### config.mk
export PLATFORM = sky130hd
export DESIGN_NAME = mult_share_sched
export DESIGN_NICKNAME = d
export VERILOG_FILES = /design/src/rtl/mult_sched_pkg.sv /design/src/rtl/mult8x8_core.sv /design/src/rtl/mult_share_sched.sv
export SDC_FILE = /design/constraint.sdc
export NUM_CORES = 1
export LEC_CHECK = 0
export ABC_AREA = 1
export CAP_MARGIN = 20
export CORE_ASPECT_RATIO = 1.25
export CORE_UTILIZATION = 51
export CTS_CLUSTER_SIZE = 10
export DETAILED_ROUTE_END_ITERATION = 10
export PLACE_DENSITY = 0.86
export SYNTH_ARGS = -nofsm -noshare
export SYNTH_HDL_FRONTEND = slang
export SYNTH_HIERARCHICAL = 1
export SYNTH_SLANG_ARGS = --single-unit
### constraint.sdc
create_clock -name clk -period 11.8 [get_ports clk]
set_clock_uncertainty 0.15 [all_clocks]
set_input_delay 2.95 -clock clk [delete_from_list [all_inputs] [get_ports clk]]
set_output_delay 2.95 -clock clk [all_outputs]
set_load 0.01 [all_outputs]
### src/rtl/mult_sched_pkg.sv
// mult_sched_pkg: shared types, widths and parameter defaults for the multiplier scheduler.
package mult_sched_pkg;
    localparam int OP_W         = 8;
    localparam int PROD_W       = 16;
    localparam int NREQ_DEF     = 4;
    localparam int MULT_LAT_DEF = 2;
    typedef enum logic [1:0] {IDLE, CALC, DONE} state_t;
endpackage

### src/rtl/mult8x8_core.sv
// mult8x8_core: unsigned 8x8 multiplier with LAT register stages and no handshake.
module mult8x8_core import mult_sched_pkg::*; #(
    parameter int LAT = MULT_LAT_DEF
) (
    input  logic              clk,
    input  logic [OP_W-1:0]   a,
    input  logic [OP_W-1:0]   b,
    output logic [PROD_W-1:0] p
);
    logic [PROD_W-1:0] pipe [LAT];

    always_ff @(posedge clk) begin
        pipe[0] <= PROD_W'(a) * PROD_W'(b);
        for (int i = 1; i < LAT; i++) pipe[i] <= pipe[i-1];
    end

    assign p = pipe[LAT-1];
endmodule

### src/rtl/mult_share_sched.sv
// mult_share_sched: round-robin arbiter time-sharing one pipelined 8x8 multiplier
// among NREQ requesters, one transaction in flight at a time.
module mult_share_sched import mult_sched_pkg::*; #(
    parameter int NREQ     = NREQ_DEF,
    parameter int MULT_LAT = MULT_LAT_DEF
) (
    input  logic                     clk,
    input  logic                     rst_n,
    input  logic [NREQ-1:0]          req_valid,
    input  logic [OP_W*NREQ-1:0]     req_a,
    input  logic [OP_W*NREQ-1:0]     req_b,
    output logic [NREQ-1:0]          req_ready,
    output logic                     rsp_valid,
    input  logic                     rsp_ready,
    output logic [$clog2(NREQ)-1:0]  rsp_id,
    output logic [PROD_W-1:0]        rsp_p,
    output logic                     busy
);
    localparam int IDW = $clog2(NREQ);

    state_t            state, state_n;
    logic [3:0]        cnt;
    logic [IDW-1:0]    last_grant, win, cand;
    logic              any, accept;
    logic [OP_W-1:0]   win_a, win_b;
    logic [PROD_W-1:0] core_p;

    // Search starts just past the last winner so every requester gets a turn.
    always_comb begin
        any  = 1'b0;
        win  = '0;
        cand = '0;
        for (int k = 1; k <= NREQ; k++) begin
            cand = IDW'((int'(last_grant) + k) % NREQ);
            if (!any && req_valid[cand]) begin
                any = 1'b1;
                win = cand;
            end
        end
    end

    assign win_a     = req_a[win*OP_W +: OP_W];
    assign win_b     = req_b[win*OP_W +: OP_W];
    assign accept    = (state == IDLE) && any;
    assign rsp_valid = state == DONE;
    assign busy      = state != IDLE;

    always_comb begin
        state_n   = state;
        req_ready = '0;
        case (state)
            IDLE: if (any) begin
                req_ready[win] = 1'b1;
                state_n        = CALC;
            end
            CALC:    state_n = (cnt == 4'd1) ? DONE : CALC;
            DONE:    state_n = rsp_ready ? IDLE : DONE;
            default: state_n = IDLE;
        endcase
    end

    always_ff @(posedge clk or negedge rst_n) begin
        if (!rst_n) state <= IDLE;
        else        state <= state_n;
    end

    always_ff @(posedge clk or negedge rst_n) begin
        if (!rst_n) begin
            cnt        <= '0;
            last_grant <= IDW'(NREQ - 1);
            rsp_id     <= '0;
            rsp_p      <= '0;
        end else if (accept) begin
            cnt        <= 4'(MULT_LAT);
            last_grant <= win;
            rsp_id     <= win;
        end else if (state == CALC) begin
            cnt <= cnt - 4'd1;
            if (cnt == 4'd1) rsp_p <= core_p;
        end
    end

    // Core input is the live winner mux, so its first stage captures operands on the accept edge.
    mult8x8_core #(.LAT(MULT_LAT)) u_core (
        .clk (clk),
        .a   (win_a),
        .b   (win_b),
        .p   (core_p)
    );
endmodule
==> results.py, run 1 <==
metrics = {
    "drt": {
        "routedWlPerCell_um": 12.4,
        "drc": 0,
        "dr.pass1.iters": 5,
        "viasPerCell": 4.96,
        "drt_wl_total_um": 11300,
        "vias": 4526,
        "first_iter_violations": 254,
        "ant_nets": 0,
    },
    "run": {
        "cap_violations": 0,
    },
    "setup_path": {
        "cp.required_ns": 8.70,
        "worstSetupStartpointType": "input pin",
        "crit_chain": "clkdlybuf4s50_1, inv_1, nand2_1, nand2_1, nand2_1, nand2_1, a21oi_2, nand2_2, nand2_4, inv_1, nor3_2, clkdlybuf4s50_1",
        "critical-path-slowest-cell": "clkdlybuf4s50_1",
        "crit_fanout": 35,
        "max_stage_delay_ns": 0.55,
        "worstSetupPathType": "input pin to output pin",
        "critPathMostFrequentCell": "nand2_1",
        "crit_arrival_ns": 5.60,
        "cp-end-kind": "output pin",
    },
    "placement": {
        "io_buffers": 94,
        "gp_congestion": 0.909,
        "post_dp_cell_area_um2": 6000,
        "hpwlAfterDp_um": 8790,
    },
    "clocking": {
        "tritoncts": "done",
        "numCtsBuffers": 9,
        "cts_hold_buf": 0,
        "cts_resized": 0,
        "cts_setup_buffers": 0,
        "clockBufferDepth": 2,
        "clkSinkCount": 58,
        "htreeDepth": 3,
        "clkTransAtPathRegs_ns": 0.05,
        "clockRootBuffer": "clkbuf_16",
        "clock_latency_ns": 0.31,
    },
    "cells_and_area": {
        "postLayoutCellArea_um2": 6290,
        "multi_input_area_um2": 3070,
        "area_growth_pct": 21.7,
        "nNetsFinal": 927,
        "regArea_um2": 1290,
        "n_fill_cell": 796,
        "diodes": 0,
        "postLayoutCoreUtil_pct": 64.7,
        "drive_gt1_share_pct": 7.75,
    },
    "global_route": {
        "antenna_found_initial": 0,
        "grt_pass1_wl_um": 19200,
        "grt_pass1_vias": 4449,
        "grt_max_degree": 36,
        "overflow": 0,
        "track_usage_pct": 22.9,
    },
    "yosys": {
        "ys_ff_latch": 58,
        "ys_top_cells_by_count": "nand2_1, inv_1, nand3_1",
        "postSynthAreaPerCell_um2": 7.18,
        "ys_types": 34,
        "synth.top_cells.by_area": "nand2_1, fa_1, dfxtp_1",
        "synth_cells": 720,
        "ys_seq_area_share_pct": 25.0,
        "synth_nets": 865,
        "yosysWarnings": 6,
        "synth_largest_area_cell": "nand2_1",
        "synth_edf_count": 0,
        "yosysTopAreaCellShare_pct": 20.1,
        "synth_most_common_cell": "nand2_1",
        "async_flop_share_pct": 44.8,
        "syn_area_um2": 5170,
        "synthFlopType": "dfxtp_1",
    },
    "hold_path": {
        "hold_path.class": "register to register",
    },
    "timing": {
        "rsz0062_at_grt": "false",
        "finalSetupTns_ns": 0,
        "max_freq_ghz": 0.115,
        "setup_viol": 0,
        "tightest_slew_ns": 0.839,
        "timing.slew.headroom_pct": 43.9,
        "slew_violations": 0,
        "finalHoldViolations": 0,
        "period_minus_slack_ns": 8.70,
        "fin_crit_sh_pct": 73.7,
    },
    "run_status": {
        "outcome": "completed",
    },
    "die": {
        "die_y_um": 115,
        "ios": 95,
        "die_area_um2": 10500,
        "start_util_pct": 53.2,
        "core_area_um2": 9710,
        "rows": 40,
        "die_x_um": 92.0,
    },
}
[flip-flops by register name, indices dropped and copies added, names as in the netlist]
register     flops
cnt              4
u_core/pipe     32
rsp_p           16
rsp_id           2
last_grant       2
state            2
[final timing paths]
check	slack (ns)	startpoint	to	cells after the start
min	0.17	u_core/pipe[0][14]$_DFF_P_	u_core/pipe[0][30]$_DFF_P_	0
min in group asynchronous	2.86	rst_n	rsp_id[0]$_DFFE_PN0P_	2
max in group asynchronous	8.35	rst_n	last_grant[1]$_DFFE_PN1P_	2
max reg2reg	5.72	last_grant[0]$_DFFE_PN1P_	u_core/pipe[0][14]$_DFF_P_	29
max	3.10	req_valid[0]	req_ready[0]	12
min reg2reg	0.17	u_core/pipe[0][14]$_DFF_P_	u_core/pipe[0][30]$_DFF_P_	0
[metrics by stage]
| step | setup WS (ns) | hold WS [ns] | std cells |
|---|---|---|---|
| after CTS | 3.15 | 0.173 | 913 |
| after global routing | 2.79 | 0.176 | 913 |
| after global placement | 3.15 | 0.160 | 897 |
| final | 3.10 | 0.171 | 913 |
| after floorplan | 4.26 | 0.160 | 720 |
| after detailed placement | 3.04 | 0.162 | 897 |
[cell usage in the layout, fill, tap and decap left out, drive strengths merged, types with 2 or more instances in the layout]
| cell type | instances |
|---|---|
| dfstp | 2 |
| clkinv | 4 |
| inv | 140 |
| nor3 | 3 |
| o21ai | 5 |
| a21oi | 8 |
| nor2 | 18 |
| dfrtp | 24 |
| mux2 | 16 |
| nand3 | 51 |
| fa | 36 |
| nand4 | 5 |
| clkdlybuf4s50 | 94 |
| clkbuf | 10 |
| or2 | 2 |
| nand2 | 287 |
| xor2 | 6 |
| dfxtp | 32 |
| ha | 38 |
[kinds of logic (layout without fill, tap and decap cells)]
kind of cell | Yosys count | count (layout) | synth area share [%]
compound gates | 15 | 15 | 1.65
xor+xnor | 7 | 7 | 1.19
fa+ha+maj | 74 | 74 | 23.2
buf+inv | 184 | 251 | 15.5
flops | 58 | 58 | 25.0
mux | 16 | 16 | 3.49
simple gates | 366 | 366 | 30.0
[final cells by class]
type                    count  area share [%]
multi-input cells         478            48.9
flip-flops and latches     58            20.6
repair buffers             95            15.1
inverters                 140            8.40
clock buffers              10            3.64
well taps                 126            2.51
clock inverters             6           0.916
[layer usage]
| layer | track usage, % | vias up | share of wire (%) |
|---|---|---|---|
| met5 | 0 | - | 0 |
| met4 | 13.1 | 0 | 4.0 |
| met3 | 2.06 | 38 | 3.4 |
| met2 | 43.3 | 153 | 53 |
| met1 | 24.8 | 2082 | 40 |
| li1 | - | 2253 | - |
[critical path, delay by kind of cell]
| family | cells | cell delay, ns |
|---|---|---|
| AO/OA/AOI/OAI | 1 | 0.15 |
| buffers and inverters | 4 | 1.21 |
| AND/OR/NAND/NOR | 7 | 1.27 |
Power of run 1 is not shown: default switching activity piles up to over one toggle a cycle in this logic, so the estimate is an artifact.
==> inputs of run 2 (changes only) <==
Settings changed: CORE_UTILIZATION 51 to 49.
Clock period 11.8 ns to 7.67 ns, I/O delays scaled along.
==> results.py, run 2 (synthesis results as in run 1) <==
metrics = {
    "run_status": {
        "outcome": "completed",
    },
    "cells_and_area": {
        "drive_gt1_share_pct": 8.21,
        "layout_common_cells": "nand2_1, inv_1, clkdlybuf4s50_1, nand3_1, ha_1",
        "largest_reg_flops": 32,
        "largest-register": "u_core/pipe",
        "nNetsFinal": 932,
        "reg_top3": "u_core/pipe: 32 flops, rsp_p: 16 flops, cnt: 4 flops",
        "postLayoutCoreUtil_pct": 62.5,
        "diodes": 0,
        "final_common_cell": "nand2_1",
        "n_fill_cell": 858,
        "area_growth_pct": 22.9,
    },
    "drt": {
        "drc": 0,
        "drt_wl_total_um": 10900,
        "dr.pass1.iters": 5,
        "routedWlPerCell_um": 11.8,
        "first_iter_violations": 219,
        "vias": 4456,
        "viasPerCell": 4.84,
        "ant_nets": 0,
    },
    "global_route": {
        "overflow": 0,
        "antenna_found_initial": 0,
        "grt_pass1_wl_um": 18900,
        "grt_pass1_vias": 4353,
        "grt_max_degree": 36,
        "track_usage_pct": 21.6,
    },
    "hold_path": {
        "hold_depth": 0,
        "hold_path.class": "register to register",
    },
    "die": {
        "die_area_um2": 11000,
        "die_y_um": 117,
        "rows": 41,
        "ios": 95,
        "die_x_um": 93.8,
        "core_area_um2": 10200,
        "start_util_pct": 50.9,
    },
    "placement": {
        "hpwlAfterDp_um": 8820,
        "gp_congestion": 0.894,
        "io_buffers": 94,
    },
    "setup_path": {
        "critPathMostFrequentCell": "nand2_1",
        "r2r.worst_path.cells": 30,
        "crit_fanout": 27,
        "critical-path-slowest-cell": "fa_1",
        "max_stage_delay_ns": 0.54,
        "worstSetupPathType": "input pin to register",
        "crit_arrival_ns": 7.14,
        "cp-end-kind": "register",
        "cp.required_ns": 7.72,
        "worstSetupStartpointType": "input pin",
    },
    "timing": {
        "timing.slew.headroom_pct": 47.9,
        "fin_crit_sh_pct": 92.4,
        "rsz0062_at_grt": "false",
        "setup_viol": 0,
        "max_freq_ghz": 0.141,
        "slew_violations": 0,
        "finalHoldViolations": 0,
        "period_minus_slack_ns": 7.08,
        "finalSetupTns_ns": 0,
        "tightest_slew_ns": 0.780,
    },
    "clocking": {
        "tritoncts": "done",
        "cts_setup_buffers": 0,
        "numCtsBuffers": 9,
        "cts_resized": 0,
        "clockBufferDepth": 2,
        "clkTransAtPathRegs_ns": 0.05,
        "clockRootBuffer": "clkbuf_16",
        "clock_latency_ns": 0.31,
        "cts_hold_buf": 0,
        "clkSinkCount": 58,
        "htreeDepth": 3,
    },
    "run": {
        "cap_violations": 0,
    },
}
run 2: area by class of cell:
type	instances	area (um2)	share of cell area [%]
tap	129	161	2.54
clock buffer	14	274	4.32
timing repair buffer	100	986	15.5
clock inverter	2	35.0	0.552
multi-input combinational	478	3070	48.4
sequential	58	1290	20.4
inverter	140	528	8.32
run 2: final timing paths:
| path | startpoint | to | slack, ns |
|---|---|---|---|
| max | req_valid[0] | u_core/pipe[0][14]$_DFF_P_ | 0.59 |
| min | u_core/pipe[0][11]$_DFF_P_ | u_core/pipe[0][27]$_DFF_P_ | 0.17 |
| max reg2reg | last_grant[0]$_DFFE_PN1P_ | u_core/pipe[0][14]$_DFF_P_ | 1.95 |
| min reg2reg | u_core/pipe[0][11]$_DFF_P_ | u_core/pipe[0][27]$_DFF_P_ | 0.17 |
| max in group asynchronous | rst_n | last_grant[1]$_DFFE_PN1P_ | 5.25 |
| min in group asynchronous | rst_n | cnt[0]$_DFFE_PN0P_ | 1.82 |
run 2: routing by layer:
metal | up-vias | part of all wire (%) | global-route usage (%)
li1 | 2265 | - | -
met1 | 2049 | 40 | 24.3
met2 | 118 | 55 | 42.1
met3 | 24 | 2.9 | 2.45
met4 | 0 | 2.3 | 7.08
met5 | - | 0 | 0
run 2: worst max-delay path: cells and delay by family:
kind            cells  cell delay, ns
compound gates      1            0.25
simple gates       17            1.56
buf+inv             6            0.94
fa+ha+maj           5            2.46
run 2: through the flow:
stage                     worst slack, ns  hold slack [ns]  std cells  cell area, um2
final                               0.585            0.174        921            6350
after global routing                0.161            0.182        921            6350
after CTS                           0.572            0.173        921            6350
after detailed placement            0.242            0.162        905            6040
after global placement              0.357            0.161        905            6040
after floorplan                      1.16            0.160        720            5170
Power of run 2 is left out for the same reason.
==> inputs of run 3 (changes only) <==
Settings changed: CORE_MARGIN from default to 2, GPL_TIMING_DRIVEN from default to 0, MAX_ROUTING_LAYER from default to met4.
==> results.py, run 3 (synthesis results as in run 1) <==
metrics = {
    "timing": {
        "rsz0062_at_grt": "false",
        "finalHoldViolations": 0,
        "setup_viol": 0,
        "tightest_slew_ns": 0.548,
        "max_freq_ghz": 0.138,
        "slew_violations": 0,
        "fin_crit_sh_pct": 94.7,
        "timing.slew.headroom_pct": 63.4,
        "finalSetupTns_ns": 0,
        "fin_ws_ns": 0.406,
        "period_minus_slack_ns": 7.26,
    },
    "placement": {
        "gp_congestion": 0.928,
        "dpl.cell_count": 944,
        "io_buffers": 94,
        "dp_slack_ns": 0.106,
        "hpwlAfterDp_um": 9180,
    },
    "clocking": {
        "cts_resized": 0,
        "clkSinkCount": 58,
        "clock_latency_ns": 0.32,
        "clockRootBuffer": "clkbuf_16",
        "cts_setup_buffers": 0,
        "cts_hold_buf": 0,
        "tritoncts": "done",
        "numCtsBuffers": 9,
        "clockBufferDepth": 2,
        "htreeDepth": 3,
        "clkTransAtPathRegs_ns": 0.05,
    },
    "setup_path": {
        "cp.required_ns": 7.73,
        "r2r-end": "u_core/pipe[0][13]$_DFF_P_",
        "crit_fanout": 10,
        "max_stage_delay_ns": 0.54,
        "cp-end-kind": "register",
        "worstSetupStartpointType": "input pin",
        "r2r.worst_path.cells": 29,
        "timing.rr.start": "last_grant[0]$_DFFE_PN1P_",
        "worstSetupPathType": "input pin to register",
        "ff2ff_setup_slack_ns": 1.85,
        "critical-path-slowest-cell": "fa_1",
        "crit_arrival_ns": 7.32,
        "critPathMostFrequentCell": "nand2_1",
    },
    "cells_and_area": {
        "final_common_cell": "nand2_1",
        "largest_reg_flops": 32,
        "layout_common_cells": "nand2_1, inv_1, clkdlybuf4s50_1, nand3_1, ha_1",
        "reg_top3": "u_core/pipe: 32 flops, rsp_p: 16 flops, cnt: 4 flops",
        "postLayoutCoreUtil_pct": 64.6,
        "diodes": 0,
        "drive_gt1_share_pct": 10.8,
        "area_growth_pct": 27.6,
        "nNetsFinal": 971,
        "finalNonFillerCells": 960,
        "largest-register": "u_core/pipe",
    },
    "drt": {
        "dr_wl_met3_um": 329,
        "viasPerCell": 4.83,
        "drt_wl_total_um": 11400,
        "top_layer": "met4",
        "met1_length_um": 4550,
        "routedWlPerCell_um": 11.9,
        "dr.pass1.iters": 7,
        "vias": 4634,
        "drc": 0,
        "ant_nets": 0,
        "routed-wl-met2_um": 6200,
        "first_iter_violations": 218,
    },
    "hold_path": {
        "hold_path.class": "register to register",
        "hold_start": "u_core/pipe[0][9]$_DFF_P_",
        "hold_depth": 0,
        "worstHoldEndpoint": "u_core/pipe[0][25]$_DFF_P_",
    },
    "global_route": {
        "overflow": 0,
        "antenna_found_initial": 0,
        "track_usage_pct": 22.4,
        "grt_max_degree": 19,
        "grt_pass1_wl_um": 19900,
        "grt_pass1_vias": 4682,
    },
    "die": {
        "ios": 95,
        "die_y_um": 119,
        "core_area_um2": 10200,
        "die_area_um2": 11400,
        "die_x_um": 95.8,
        "start_util_pct": 50.6,
        "rows": 41,
    },
    "run_status": {
        "outcome": "completed",
    },
    "run": {
        "cap_violations": 0,
    },
}
run 3: worst max-delay path: cells and delay by family:
family                   cells  cell delay (ns)
buffers and inverters        8             1.44
AND/OR/NAND/NOR             17             1.50
adder cells (fa/ha/maj)      5             2.46
run 3: routing by layer:
| layer | global-route usage (%) | up-vias |
|---|---|---|
| li1 | - | 2347 |
| met1 | 24.9 | 2146 |
| met2 | 40.2 | 112 |
| met3 | 2.23 | 29 |
| met4 | 8.84 | 0 |
| met5 | - | - |
run 3: worst max path at each step:
stage,startpoint,to,slack (ns),depth (start not counted)
floorplan,req_valid[0],u_core/pipe[0][10]$_DFF_P_,1.16,28
global placement,req_valid[2],u_core/pipe[0][14]$_DFF_P_,0.17,30
detailed placement,req_valid[2],u_core/pipe[0][14]$_DFF_P_,0.11,30
CTS,req_valid[2],u_core/pipe[0][14]$_DFF_P_,0.44,30
global route,req_valid[2],u_core/pipe[0][12]$_DFF_P_,0.06,30
finish,req_valid[2],u_core/pipe[0][13]$_DFF_P_,0.41,30
run 3: final cells by class:
cell class | count | area, um2
fillers | 865 | 3620
multi-input cells | 478 | 3070
flip-flops and latches | 58 | 1290
repair buffers | 95 | 968
inverters | 140 | 528
plain buffers | 44 | 273
clock buffers | 9 | 225
well taps | 129 | 161
clock inverters | 7 | 68.8
run 3: through the flow:
stage	hold slack [ns]	instance area, um2
floorplan	0.160	5170
global placement	0.160	6270
detailed placement	0.162	6300
CTS	0.171	6590
global route	0.171	6590
finish	0.170	6590
Power of run 3 is left out for the same reason.
